<file path="src/rtl/div_pkg.sv">
// Shared definitions for the sequential divider: FSM encoding and default width.
package div_pkg;

  localparam int DIV_WIDTH_DEFAULT = 32;

  localparam logic [1:0] ST_IDLE = 2'd0;
  localparam logic [1:0] ST_CALC = 2'd1;
  localparam logic [1:0] ST_FIX  = 2'd2;

endpackage

</file>
<file path="src/rtl/div_step.sv">
// One restoring shift-subtract iteration on unsigned magnitudes.
// Latency: combinational. Backpressure: none.
module div_step #(
  parameter int WIDTH = 32
) (
  input  logic [WIDTH:0]   pr_in,
  input  logic [WIDTH-1:0] dq_in,
  input  logic [WIDTH-1:0] divisor,
  output logic [WIDTH:0]   pr_out,
  output logic [WIDTH-2:0] dq_shift,
  output logic             q_bit
);

  logic [WIDTH+1:0] shifted;
  logic [WIDTH+1:0] diff;

  // The top bit of diff is the borrow: clear means the divisor fit.
  always_comb begin
    shifted  = {pr_in, dq_in[WIDTH-1]};
    diff     = shifted - {2'b00, divisor};
    q_bit    = ~diff[WIDTH+1];
    pr_out   = q_bit ? diff[WIDTH:0] : shifted[WIDTH:0];
    dq_shift = dq_in[WIDTH-2:0];
  end

endmodule

</file>
<file path="src/rtl/div_seq.sv">
// Sequential signed/unsigned divider, one quotient bit per cycle.
// Latency: WIDTH+2 cycles start-to-done (2 for b == 0). Backpressure: start ignored while busy.
module div_seq
  import div_pkg::*;
#(
  parameter int WIDTH = DIV_WIDTH_DEFAULT,
  parameter int CNT_W = $clog2(WIDTH + 1)
) (
  input  logic             clk,
  input  logic             rst,
  input  logic             start,
  input  logic             sign,
  input  logic             cancel,
  input  logic [WIDTH-1:0] a,
  input  logic [WIDTH-1:0] b,
  output logic             busy,
  output logic             done,
  output logic [WIDTH-1:0] quotient,
  output logic [WIDTH-1:0] remainder,
  output logic             div_zero
);

  logic [1:0]       state;
  logic [CNT_W-1:0] cnt;
  logic [WIDTH:0]   pr;
  logic [WIDTH-1:0] dq;
  logic [WIDTH-1:0] b_mag;
  logic             sign_r;
  logic             q_neg;
  logic             r_neg;
  logic             b_zero;

  logic [WIDTH-1:0] a_mag_in;
  logic [WIDTH-1:0] b_mag_in;
  logic [WIDTH:0]   pr_next;
  logic [WIDTH-2:0] dq_shift;
  logic             q_bit;
  logic [WIDTH-1:0] q_fix;
  logic [WIDTH-1:0] r_src;
  logic [WIDTH-1:0] r_fix;

  assign a_mag_in = (sign && a[WIDTH-1]) ? -a : a;
  assign b_mag_in = (sign && b[WIDTH-1]) ? -b : b;
  assign busy     = (state != ST_IDLE);

  div_step #(.WIDTH(WIDTH)) u_step (
    .pr_in    (pr),
    .dq_in    (dq),
    .divisor  (b_mag),
    .pr_out   (pr_next),
    .dq_shift (dq_shift),
    .q_bit    (q_bit)
  );

  // On b == 0 dq still holds |a|; re-applying the dividend sign restores a exactly.
  always_comb begin
    r_src = b_zero ? dq : pr[WIDTH-1:0];
    r_fix = (sign_r && r_neg) ? -r_src : r_src;
    if (b_zero)
      q_fix = '1;
    else
      q_fix = (sign_r && q_neg) ? -dq : dq;
  end

  always_ff @(posedge clk) begin
    if (rst) begin
      state     <= ST_IDLE;
      cnt       <= '0;
      pr        <= '0;
      dq        <= '0;
      b_mag     <= '0;
      sign_r    <= 1'b0;
      q_neg     <= 1'b0;
      r_neg     <= 1'b0;
      b_zero    <= 1'b0;
      done      <= 1'b0;
      quotient  <= '0;
      remainder <= '0;
      div_zero  <= 1'b0;
    end else begin
      done <= 1'b0;
      if (cancel) begin
        state <= ST_IDLE;
      end else begin
        case (state)
          ST_IDLE: begin
            if (start) begin
              cnt    <= '0;
              pr     <= '0;
              dq     <= a_mag_in;
              b_mag  <= b_mag_in;
              sign_r <= sign;
              q_neg  <= (a[WIDTH-1] ^ b[WIDTH-1]) & sign;
              r_neg  <= a[WIDTH-1] & sign;
              b_zero <= (b == '0);
              state  <= (b == '0) ? ST_FIX : ST_CALC;
            end
          end
          ST_CALC: begin
            pr  <= pr_next;
            dq  <= {dq_shift, q_bit};
            cnt <= cnt + CNT_W'(1);
            if (cnt == CNT_W'(WIDTH - 1))
              state <= ST_FIX;
          end
          ST_FIX: begin
            quotient  <= q_fix;
            remainder <= r_fix;
            div_zero  <= b_zero;
            done      <= 1'b1;
            state     <= ST_IDLE;
          end
          default: state <= ST_IDLE;
        endcase
      end
    end
  end

endmodule

</file>
<file path="config.mk">
export PLATFORM = sky130hd
export DESIGN_NAME = div_seq
export DESIGN_NICKNAME = d
export VERILOG_FILES = /design/src/rtl/div_pkg.sv /design/src/rtl/div_step.sv /design/src/rtl/div_seq.sv
export SDC_FILE = /design/constraint.sdc
export NUM_CORES = 1
export LEC_CHECK = 0
export CORE_ASPECT_RATIO = 0.75
export CORE_MARGIN = 3
export CORE_UTILIZATION = 52
export DETAILED_ROUTE_END_ITERATION = 8
export PLACE_DENSITY = 0.78
export SLEW_MARGIN = 15
export SYNTH_ARGS = -nofsm -noshare
export SYNTH_HDL_FRONTEND = slang
export SYNTH_SLANG_ARGS = --single-unit
</file>
<file path="constraint.sdc">
create_clock -name clk -period 3.74 [get_ports clk]
set_input_delay 0.748 -clock clk [delete_from_list [all_inputs] [get_ports clk]]
set_output_delay 0.748 -clock clk [all_outputs]
set_load 0.01 [all_outputs]
</file>
==> Flow_metrics.wiki, run 1 <==
{| class="wikitable"
! Metric !! Value
|-
| Count of final setup violators || 0
|-
| Async set-or-reset flop fraction in the synthesized netlist || 0%
|-
| Status || finished clean
|-
| Worst EP required || 4.02 ns
|-
| Count of hold buffers inserted by post-cts repair || 0
|-
| Sequential power share || 43.5%
|-
| Average size of a mapped cell || 7.70 sq um
|-
| TritonCTS clock tree || done
|-
| Growth of design area from synthesis to finish || 19.9%
|-
| Worst min path class || flip-flop to flip-flop
|-
| CTS sink cnt || 175
|-
| Largest net degree at the start of global routing || 84
|-
| Core area || 0.0212 sq mm
|-
| Slack of the worst reg-to-reg path || 0.40 ns
|-
| Gate count after technology mapping || 1470
|-
| Effective utilization at floorplan || 53.3%
|-
| Number of failing hold endpoints at the final stage || 0
|-
| Timing-limited maximum frequency || 300 MHz
|-
| FILL cells || 1845
|-
| All-layer global routing usage || 27.7%
|-
| Wire length per cell || 17.9 microns
|-
| Post-detailed-route via-to-cell ratio || 5.97
|-
| Setup crit start kind || flip-flop
|-
| End-of-flow core utilization || 63.9%
|-
| Max-slew headroom at the worst pin || 22.7%
|-
| Buffer count from post-CTS setup fixing || 0
|-
| Prevailing post-synth register cell || sky130_fd_sc_hd__dfxtp_1
|-
| Ratio of cells with drive above 1 in the final layout || 7.23%
|-
| Instance count along the most critical hold path || 2
|-
| Combinational share of power || 17.9%
|-
| Worst Path Class, Setup || flip-flop to flip-flop
|-
| Post-DP HPWL || 24800 microns
|-
| Setup tns final || 0 ns
|-
| Vertical die dimension || 134 microns
|-
| Net switching power figure || 1.44 mW
|-
| Number of instances resized during post-cts repair || 0
|-
| Number of global-route vias before repair || 10114
|-
| Worst hold start || remainder[26]
|-
| Endpoint of the lowest-slack register-to-register path || dq[0]
|-
| Antenna violation net count after detailed routing || 0
|-
| Syn nets || 1577
|-
| Number of buffers on the longest clock path || 2
|-
| DRT iter0 DRCs || 1099
|-
| Overall power after layout || 4.61 mW
|-
| Most used cells in the layout excluding fill and tap cells || 178 x sky130_fd_sc_hd__nor2_1, 174 x sky130_fd_sc_hd__dfxtp_1, 150 x sky130_fd_sc_hd__nand2_1
|-
| Net switching fraction of the power || 31.3%
|-
| Endpoint type of the worst setup path || flip-flop
|-
| Wire length of the first global-routing pass || 52800 microns
|-
| Unrepaired setup endpoints after global routing || false
|-
| Initial DRT Pass Iterations || 5
|-
| Leakage power || 4.99 nW
|-
| Root buf cell || sky130_fd_sc_hd__clkbuf_16
|-
| H-tree depth || 4
|-
| Clock Skews || 0.0126 ns
|-
| Via count of the routed design || 11122
|-
| Post-route minimum period || 3.34 ns
|-
| Total power density per cell area || 340 mW/mm^2
|-
| Total clock buffers created by CTS || 17
|-
| Period utilisation layout || 89.2%
|-
| Full die area || 0.0236 sq mm
|-
| FF+latch count, synth || 175
|-
| Sequential share of the synthesized area || 30.9%
|-
| Number of top-level pins || 136
|-
| Clock network latency to the later pin of the worst-skew pair || 0.45 ns
|-
| Antenna violations before repair || 0
|-
| End point of the most critical hold path || remainder[26]
|-
| Clock transition at the registers of the reported paths || 0.07 ns
|-
| Post-Layout Inst Area || 0.0136 sq mm
|-
| Launch point of the worst reg-to-reg path || pr[7]
|-
| Cell-internal power || 3.17 mW
|-
| Site row count || 46
|-
| Count of unique library cells instantiated by Yosys || 74
|-
| Number of enable flip-flop cells after synthesis || 0
|-
| Most common cell after layout, fill and taps aside || sky130_fd_sc_hd__nor2_1
|-
| Post-detailed-route DRC marker count || 0
|-
| Worst Reg2Reg Path Length in Cells || 12
|-
| Layout Nets || 1670
|-
| Number of inserted diodes || 0
|-
| Instance area after placement || 0.0130 sq mm
|-
| Transition time of the tightest slew-check pin || 1.15 ns
|-
| Count of input and output buffers || 135
|-
| Worst IR Drop VDD || 0.000231 V
|-
| Overflow after GRT || 0
|-
| Max cap viols || 0
|-
| Post-Route WL || 33300 microns
|-
| Data arrival time of the critical path || 3.62 ns
|-
| GP Congestion || 0.909
|-
| Die width || 176 microns
|-
| Number of pins exceeding their max-slew limit in the final report || 0
|-
| Worst Path Max Fanout || 15
|-
| Syn Std Cell Area || 0.0113 sq mm
|-
| Share of total power in the clock network || 38.5%
|-
| Number of synthesis warnings || 0
|}
[registers in the layout (all words and copies together) (netlist names), 2 cells and up]
signal and flops:
b_mag 32, cnt 6, dq 32, pr 33, quotient 32, remainder 32, state 2
[cells by family (layout without fill, tap and decap cells)]
family / after synthesis / in the layout / synth area share [%]
buffers and inverters: 153 / 259 / 5.38
adders and majority gates: 38 / 38 / 4.27
xor gates and xnor gates: 142 / 142 / 11.0
muxes: 61 / 61 / 5.41
DFF: 175 / 175 / 30.9
and+or+nand+nor: 484 / 484 / 20.2
AOI/OAI and AO/OA: 417 / 417 / 22.8
[power by group through the flow]
stage | clock [mW] | sequential, mW | combinational [mW]
2_1_floorplan | 0 | 1.99 | 0.567
3_3_place_gp | 0 | 2.04 | 0.791
3_5_place_dp | 0 | 2.05 | 0.807
4_1_cts | 1.79 | 2.00 | 0.812
5_1_grt | 1.88 | 2.01 | 0.905
6_report | 1.78 | 2.01 | 0.827
[metal layers]
layer,part of all wire (%),global-route usage [%],wire (microns),vias to the layer above
met5,0,0,0,-
met4,2.5,9.03,828,0
met1,46,40.7,15400,5168
met3,9.8,6.96,3280,62
met2,42,39.7,13900,500
li1,-,-,-,5392
[Yosys cell counts (6+ instances only)]
| cell | count | area [sq um] |
|---|---|---|
| sky130_fd_sc_hd__buf_2 | 10 | 50.1 |
| sky130_fd_sc_hd__dfxtp_1 | 175 | 3500 |
| sky130_fd_sc_hd__a31oi_1 | 12 | 75.1 |
| sky130_fd_sc_hd__o22ai_1 | 31 | 194 |
| sky130_fd_sc_hd__a211oi_1 | 57 | 428 |
| sky130_fd_sc_hd__xnor2_1 | 80 | 701 |
| sky130_fd_sc_hd__o31ai_1 | 15 | 113 |
| sky130_fd_sc_hd__clkbuf_1 | 84 | 315 |
| sky130_fd_sc_hd__o21ai_0 | 82 | 410 |
| sky130_fd_sc_hd__a21oi_1 | 140 | 701 |
| sky130_fd_sc_hd__inv_1 | 53 | 199 |
| sky130_fd_sc_hd__xor2_1 | 62 | 543 |
| sky130_fd_sc_hd__a22o_1 | 9 | 78.8 |
| sky130_fd_sc_hd__ha_1 | 37 | 463 |
| sky130_fd_sc_hd__nand2b_1 | 6 | 37.5 |
| sky130_fd_sc_hd__a21o_1 | 14 | 105 |
| sky130_fd_sc_hd__nand3_1 | 21 | 105 |
| sky130_fd_sc_hd__or3_1 | 23 | 144 |
| sky130_fd_sc_hd__nor2b_1 | 6 | 37.5 |
| sky130_fd_sc_hd__nand2_1 | 150 | 563 |
| sky130_fd_sc_hd__and3_1 | 8 | 50.1 |
| sky130_fd_sc_hd__mux2i_1 | 59 | 591 |
| sky130_fd_sc_hd__o41ai_1 | 7 | 61.3 |
| sky130_fd_sc_hd__o21ai_1 | 7 | 35.0 |
| sky130_fd_sc_hd__and2_1 | 6 | 37.5 |
| sky130_fd_sc_hd__nor4_1 | 9 | 56.3 |
| sky130_fd_sc_hd__o21bai_1 | 7 | 52.6 |
| sky130_fd_sc_hd__nor2_1 | 179 | 672 |
| sky130_fd_sc_hd__nor3_1 | 28 | 140 |
| sky130_fd_sc_hd__nand4_1 | 8 | 50.1 |
[how the worst max path moves through the flow]
stage / startpoint / end / slack (ns) / cells after the start
after floorplan: b_zero / remainder[30] / 0.05 / 16
after global placement: a[9] / dq[30] / 0.09 / 11
after detailed placement: a[9] / dq[30] / 0.02 / 11
after CTS: b[3] / b_mag[28] / 0.45 / 10
after global routing: b[3] / b_mag[28] / 0.20 / 10
final: pr[7] / dq[0] / 0.40 / 12
[through the flow]
stage               worst slack [ns]  std cells  hold WS, ns
floorplan                     0.0456       1470        0.432
global placement              0.0929       1832        0.441
detailed placement            0.0193       1832        0.442
CTS                            0.445       1864        0.452
global route                   0.202       1864        0.471
finish                         0.403       1864        0.450
[worst max-delay path: stages, from the launching register on]
cell,delay [ns]
sky130_fd_sc_hd__dfxtp_1,0.51
sky130_fd_sc_hd__ha_1,0.36
sky130_fd_sc_hd__a21oi_1,0.19
sky130_fd_sc_hd__nor2_1,0.08
sky130_fd_sc_hd__a2111oi_0,0.33
sky130_fd_sc_hd__o21ai_0,0.29
sky130_fd_sc_hd__nand2_1,0.12
sky130_fd_sc_hd__a31oi_1,0.12
sky130_fd_sc_hd__or3_1,0.46
sky130_fd_sc_hd__and2_1,0.23
sky130_fd_sc_hd__buf_12,0.18
sky130_fd_sc_hd__a211oi_1,0.23
sky130_fd_sc_hd__a211oi_1,0.07
[cell type report]
class	count	area, sq um	share of cell area [%]
flip-flops and latches	175	3500	25.8
multi-input cells	1142	7240	53.4
inverters	53	199	1.47
clock inverters	15	159	1.17
well taps	288	360	2.66
repair buffers	174	1680	12.4
clock buffers	17	425	3.13
No activity file was read; power rests on OpenSTA's default activity.
==> inputs of run 2 (changes only) <==
--- a/config.mk
+++ b/config.mk
@@ -7,9 +7,9 @@
 export LEC_CHECK = 0
 export CORE_ASPECT_RATIO = 0.75
 export CORE_MARGIN = 3
-export CORE_UTILIZATION = 52
+export CORE_UTILIZATION = 62
 export DETAILED_ROUTE_END_ITERATION = 8
-export PLACE_DENSITY = 0.78
+export PLACE_DENSITY = 0.86
 export SLEW_MARGIN = 15
 export SYNTH_ARGS = -nofsm -noshare
 export SYNTH_HDL_FRONTEND = slang
==> constraint.sdc (replaced) <==
create_clock -name clk -period 4 [get_ports clk]
set_input_delay 0.8 -clock clk [delete_from_list [all_inputs] [get_ports clk]]
set_output_delay 0.8 -clock clk [all_outputs]
set_load 0.01 [all_outputs]
==> Flow_metrics.wiki, run 2 (synthesis results as in run 1) <==
{| class="wikitable"
! Metric !! Value
|-
| Effective utilization at floorplan || 63.7%
|-
| Total clock buffers created by CTS || 17
|-
| Number of top-level pins || 136
|-
| Antenna violation net count after detailed routing || 0
|-
| Launch point of the worst reg-to-reg path || pr[5]
|-
| Post-Route WL || 33500 microns
|-
| Number of inserted diodes || 0
|-
| Number of instances resized during post-cts repair || 0
|-
| Number of buffers on the longest clock path || 2
|-
| Clock transition at the registers of the reported paths || 0.07 ns
|-
| Vertical die dimension || 123 microns
|-
| Biggest register || pr
|-
| Full die area || 0.0199 sq mm
|-
| Period utilisation layout || 91.2%
|-
| Count of final setup violators || 0
|-
| Initial DRT Pass Iterations || 6
|-
| Worst IR Drop VDD || 0.000257 V
|-
| Buffer count from post-CTS setup fixing || 0
|-
| Worst min path class || flip-flop to flip-flop
|-
| Cell type with the highest occurrence count on the critical path || sky130_fd_sc_hd__a211oi_1
|-
| Number of global-route vias before repair || 10157
|-
| Capturing instance or port of the critical path || dq[0]
|-
| Root buf cell || sky130_fd_sc_hd__clkbuf_16
|-
| Unrepaired setup endpoints after global routing || false
|-
| Clock Skews || 0.0107 ns
|-
| Worst Reg2Reg Path Length in Cells || 12
|-
| Growth of design area from synthesis to finish || 18.2%
|-
| Core area || 0.0178 sq mm
|-
| Data arrival time of the critical path || 3.94 ns
|-
| Site row count || 42
|-
| Start point of the critical path || pr[5]
|-
| Largest net degree at the start of global routing || 62
|-
| H-tree depth || 4
|-
| Clock network latency to the later pin of the worst-skew pair || 0.44 ns
|-
| Slowest stage cell, crit path || sky130_fd_sc_hd__dfxtp_1
|-
| Number of failing hold endpoints at the final stage || 0
|-
| Wire length of the first global-routing pass || 53000 microns
|-
| Setup tns final || 0 ns
|-
| Post-DP HPWL || 24400 microns
|-
| Slack of the worst reg-to-reg path || 0.35 ns
|-
| Max cap viols || 0
|-
| Wire length per cell || 18.6 microns
|-
| CTS sink cnt || 175
|-
| Post-route minimum period || 3.65 ns
|-
| Endpoint of the lowest-slack register-to-register path || dq[0]
|-
| Total power density per cell area || 328 mW/mm^2
|-
| Worst EP required || 4.29 ns
|-
| Worst Path Class, Setup || flip-flop to flip-flop
|-
| Count of hold buffers inserted by post-cts repair || 0
|-
| Count of input and output buffers || 135
|-
| Setup crit start kind || flip-flop
|-
| FILL cells || 1330
|-
| Cells traversed along the worst timing path || ha_1, a21oi_1, o21bai_1, a2111oi_0, o21ai_0, nand2_1, a31oi_1, or3_1, and2_1, buf_4, a211oi_1, a211oi_1
|-
| Status || finished clean
|-
| Leakage power || 4.91 nW
|-
| Max-slew headroom at the worst pin || 20.5%
|-
| Transition time of the tightest slew-check pin || 1.19 ns
|-
| TritonCTS clock tree || done
|-
| Ratio of cells with drive above 1 in the final layout || 6.28%
|-
| Timing-limited maximum frequency || 274 MHz
|-
| Die width || 162 microns
|-
| Flip-flop count of the largest register after layout || 33
|-
| Most used cells in the layout excluding fill and tap cells || 177 x sky130_fd_sc_hd__nor2_1, 174 x sky130_fd_sc_hd__dfxtp_1, 150 x sky130_fd_sc_hd__nand2_1
|-
| Worst path max stage delay || 0.50 ns
|-
| All-layer global routing usage || 33.1%
|-
| Post-detailed-route DRC marker count || 0
|-
| GP Congestion || 0.950
|-
| Via count of the routed design || 11277
|-
| Worst Path Max Fanout || 21
|-
| Overflow after GRT || 0
|-
| Most common cell after layout, fill and taps aside || sky130_fd_sc_hd__nor2_1
|-
| Antenna violations before repair || 0
|-
| Layout Nets || 1655
|-
| Endpoint type of the worst setup path || flip-flop
|-
| Number of pins exceeding their max-slew limit in the final report || 0
|-
| DRT iter0 DRCs || 1176
|-
| Post-detailed-route via-to-cell ratio || 6.25
|-
| Overall power after layout || 4.38 mW
|}
==> run 2: worst min-delay path by stage <==
stage | to | from | depth (start not counted)
6_report | remainder[1] | remainder[1] | 2
5_1_grt | remainder[19] | remainder[19] | 2
4_1_cts | remainder[1] | remainder[1] | 2
3_5_place_dp | remainder[1] | remainder[1] | 2
3_3_place_gp | remainder[18] | remainder[18] | 2
2_1_floorplan | b_mag[25] | b_mag[25] | 2
==> run 2: area by class of cell <==
| cell class | count | area [sq um] | share of cell area [%] |
|---|---|---|---|
| repair buffers | 159 | 1530 | 11.4 |
| well taps | 242 | 303 | 2.26 |
| clock buffers | 17 | 425 | 3.18 |
| multi-input cells | 1142 | 7240 | 54.1 |
| inverters | 53 | 199 | 1.49 |
| clock inverters | 15 | 184 | 1.37 |
| flip-flops and latches | 175 | 3500 | 26.2 |
==> run 2: critical path: cells and delay by family, from the launching register on <==
family | cells | cell delay [ns]
adders and majority gates | 1 | 0.36
and+or+nand+nor | 3 | 0.78
buffers and inverters | 1 | 0.25
DFF | 1 | 0.50
AOI/OAI and AO/OA | 7 | 1.61
==> run 2: report_power, final <==
group	internal [mW]	total, mW	switching, mW	leakage, nW
combinational	0.319	0.766	0.447	3.20
sequential	1.80	1.88	0.0852	1.42
clock	0.992	1.73	0.743	0.296
==> run 2: metal layers <==
layer	vias to the layer above	GRT usage, %	wire length, microns
met5	-	0	0
met4	0	11.3	1070
met3	89	7.94	3840
met2	630	50.0	14100
met1	5201	46.6	14500
li1	5357	-	-
==> run 2: per-stage QoR <==
| step | setup slack, ns | area, sq um | instances | hold slack [ns] | util, % |
|---|---|---|---|---|---|
| 2_1_floorplan | 0.249 | 11300 | 1470 | 0.432 | - |
| 3_3_place_gp | 0.263 | 12800 | 1771 | 0.438 | 71.9 |
| 3_5_place_dp | 0.0707 | 12800 | 1771 | 0.446 | 71.9 |
| 4_1_cts | 0.402 | 13400 | 1803 | 0.455 | 75.3 |
| 5_1_grt | 0.0998 | 13400 | 1803 | 0.472 | 75.3 |
| 6_report | 0.351 | 13400 | 1803 | 0.454 | 75.3 |
==> inputs of run 3 (changes only) <==
--- a/config.mk
+++ b/config.mk
@@ -9,7 +9,9 @@
 export CORE_MARGIN = 3
 export CORE_UTILIZATION = 62
 export DETAILED_ROUTE_END_ITERATION = 8
+export GPL_ROUTABILITY_DRIVEN = 1
 export PLACE_DENSITY = 0.86
+export RECOVER_POWER = 50
 export SLEW_MARGIN = 15
 export SYNTH_ARGS = -nofsm -noshare
 export SYNTH_HDL_FRONTEND = slang
==> Flow_metrics.wiki, run 3 (synthesis results as in run 1) <==
{| class="wikitable"
! Metric !! Value
|-
| Cell class contributing the biggest share of worst-path delay || compound AO/OA/AOI/OAI gates
|-
| Worst IR Drop VDD || 0.000255 V
|-
| Ratio of cells with drive above 1 in the final layout || 6.02%
|-
| Die width || 162 microns
|-
| Layout Nets || 1655
|-
| Core area || 0.0178 sq mm
|-
| Max cap viols || 0
|-
| Count of input and output buffers || 135
|-
| Number of failing hold endpoints at the final stage || 0
|-
| Data arrival time of the critical path || 3.94 ns
|-
| Transition time of the tightest slew-check pin || 1.30 ns
|-
| Post-Layout Inst Area || 0.0134 sq mm
|-
| Leakage power || 5.14 nW
|-
| Growth of design area from synthesis to finish || 18.0%
|-
| All-layer global routing usage || 33.1%
|-
| Instance area after placement || 0.0128 sq mm
|-
| Via count of the routed design || 11276
|-
| Effective utilization at floorplan || 63.7%
|-
| Worst slack, placed || 0.0707 ns
|-
| Max-slew headroom at the worst pin || 13.6%
|-
| Worst Reg2Reg Path Length in Cells || 12
|-
| Worst Path Class, Setup || flip-flop to flip-flop
|-
| Wire length of the first global-routing pass || 53000 microns
|-
| Stages on the worst setup path || 12
|-
| Worst min path class || flip-flop to flip-flop
|-
| Number of inserted diodes || 0
|-
| Buffering stage count on the worst path with inverters included || 1
|-
| Most common cell after layout, fill and taps aside || sky130_fd_sc_hd__nor2_1
|-
| Clock network latency to the later pin of the worst-skew pair || 0.44 ns
|-
| Worst EP required || 4.27 ns
|-
| H-tree depth || 4
|-
| Site row count || 42
|-
| Instance count along the most critical hold path || 2
|-
| Antenna violations before repair || 0
|-
| Root buf cell || sky130_fd_sc_hd__clkbuf_16
|-
| Number of pins exceeding their max-slew limit in the final report || 0
|-
| Setup tns final || 0 ns
|-
| Post-route minimum period || 3.67 ns
|-
| Post-DP HPWL || 24400 microns
|-
| Number of top-level pins || 136
|-
| Cell type with the highest occurrence count on the critical path || sky130_fd_sc_hd__a211oi_1
|-
| Flip-flop count of the largest register after layout || 33
|-
| Antenna violation net count after detailed routing || 0
|-
| Number of instances resized during post-cts repair || 0
|-
| End-of-flow core utilization || 75.2%
|-
| DRT iter0 DRCs || 1222
|-
| Slowest stage cell, crit path || sky130_fd_sc_hd__dfxtp_1
|-
| Worst Path Max Fanout || 21
|-
| Biggest register || pr
|-
| Count of final setup violators || 0
|-
| Buffer count from post-CTS setup fixing || 0
|-
| Full die area || 0.0199 sq mm
|-
| Setup crit start kind || flip-flop
|-
| Timing-limited maximum frequency || 272 MHz
|-
| Post-detailed-route via-to-cell ratio || 6.25
|-
| Most used cells in the layout excluding fill and tap cells || 177 x sky130_fd_sc_hd__nor2_1, 174 x sky130_fd_sc_hd__dfxtp_1, 150 x sky130_fd_sc_hd__nand2_1
|-
| Status || finished clean
|-
| Cells traversed along the worst timing path || ha_1, a21oi_1, o21bai_1, a2111oi_0, o21ai_0, nand2_1, a31oi_1, or3_1, and2_1, buf_4, a211oi_1, a211oi_1
|-
| Overflow after GRT || 0
|-
| GP Congestion || 0.950
|-
| Post-detailed-route DRC marker count || 0
|-
| Post-Route WL || 33400 microns
|-
| Worst path max stage delay || 0.48 ns
|-
| TritonCTS clock tree || done
|-
| Total power density per cell area || 328 mW/mm^2
|-
| Initial DRT Pass Iterations || 6
|-
| Endpoint type of the worst setup path || flip-flop
|-
| Count of hold buffers inserted by post-cts repair || 0
|-
| Clock transition at the registers of the reported paths || 0.07 ns
|-
| Total clock buffers created by CTS || 17
|-
| Unrepaired setup endpoints after global routing || false
|-
| Largest net degree at the start of global routing || 62
|-
| Vertical die dimension || 123 microns
|-
| Clock Skews || 0.0105 ns
|-
| Worst-case setup margin in the final layout || 0.329 ns
|-
| Number of buffers on the longest clock path || 2
|-
| CTS sink cnt || 175
|-
| Period utilisation layout || 91.8%
|-
| Number of global-route vias before repair || 10157
|-
| Wire length per cell || 18.5 microns
|}
[run 3: final timing paths]
path	start	endpoint	slack, ns
max reg2reg	pr[5]	dq[0]	0.33
min reg2reg	remainder[3]	remainder[3]	0.45
max	pr[5]	dq[0]	0.33
min	remainder[3]	remainder[3]	0.45
[run 3: report_power, final]
| group | total (mW) | switching, mW | internal [mW] |
|---|---|---|---|
| Sequential | 1.88 | 0.0840 | 1.80 |
| Clock | 1.74 | 0.744 | 0.992 |
| Combinational | 0.763 | 0.447 | 0.316 |
[run 3: per-stage QoR]
step / hold WS, ns / power (mW) / instances
finish: 0.450 / 4.38 / 1803
global route: 0.469 / 4.54 / 1803
CTS: 0.455 / 4.37 / 1803
detailed placement: 0.446 / 2.66 / 1771
global placement: 0.438 / 2.63 / 1771
floorplan: 0.432 / 2.40 / 1470
[run 3: area by class of cell]
type / instances / area [sq um]
multi-input cells: 1142 / 7220
fillers: 1336 / 4400
flip-flops and latches: 175 / 3500
repair buffers: 159 / 1520
clock buffers: 17 / 425
well taps: 242 / 303
inverters: 53 / 199
clock inverters: 15 / 184
[run 3: per-layer routing]
layer	vias to the layer above	wire (microns)	global-route usage, %
met1	5220	14500	46.6
met5	-	0	0
met3	79	3740	7.94
met2	622	14100	50.0
li1	5355	-	-
met4	0	1060	11.3
[run 3: tightest hold or removal path: cells and delay by family (launching register included)]
kind | cells | cell delay [ns]
and+or+nand+nor | 1 | 0.05
AOI/OAI and AO/OA | 1 | 0.05
DFF | 1 | 0.31
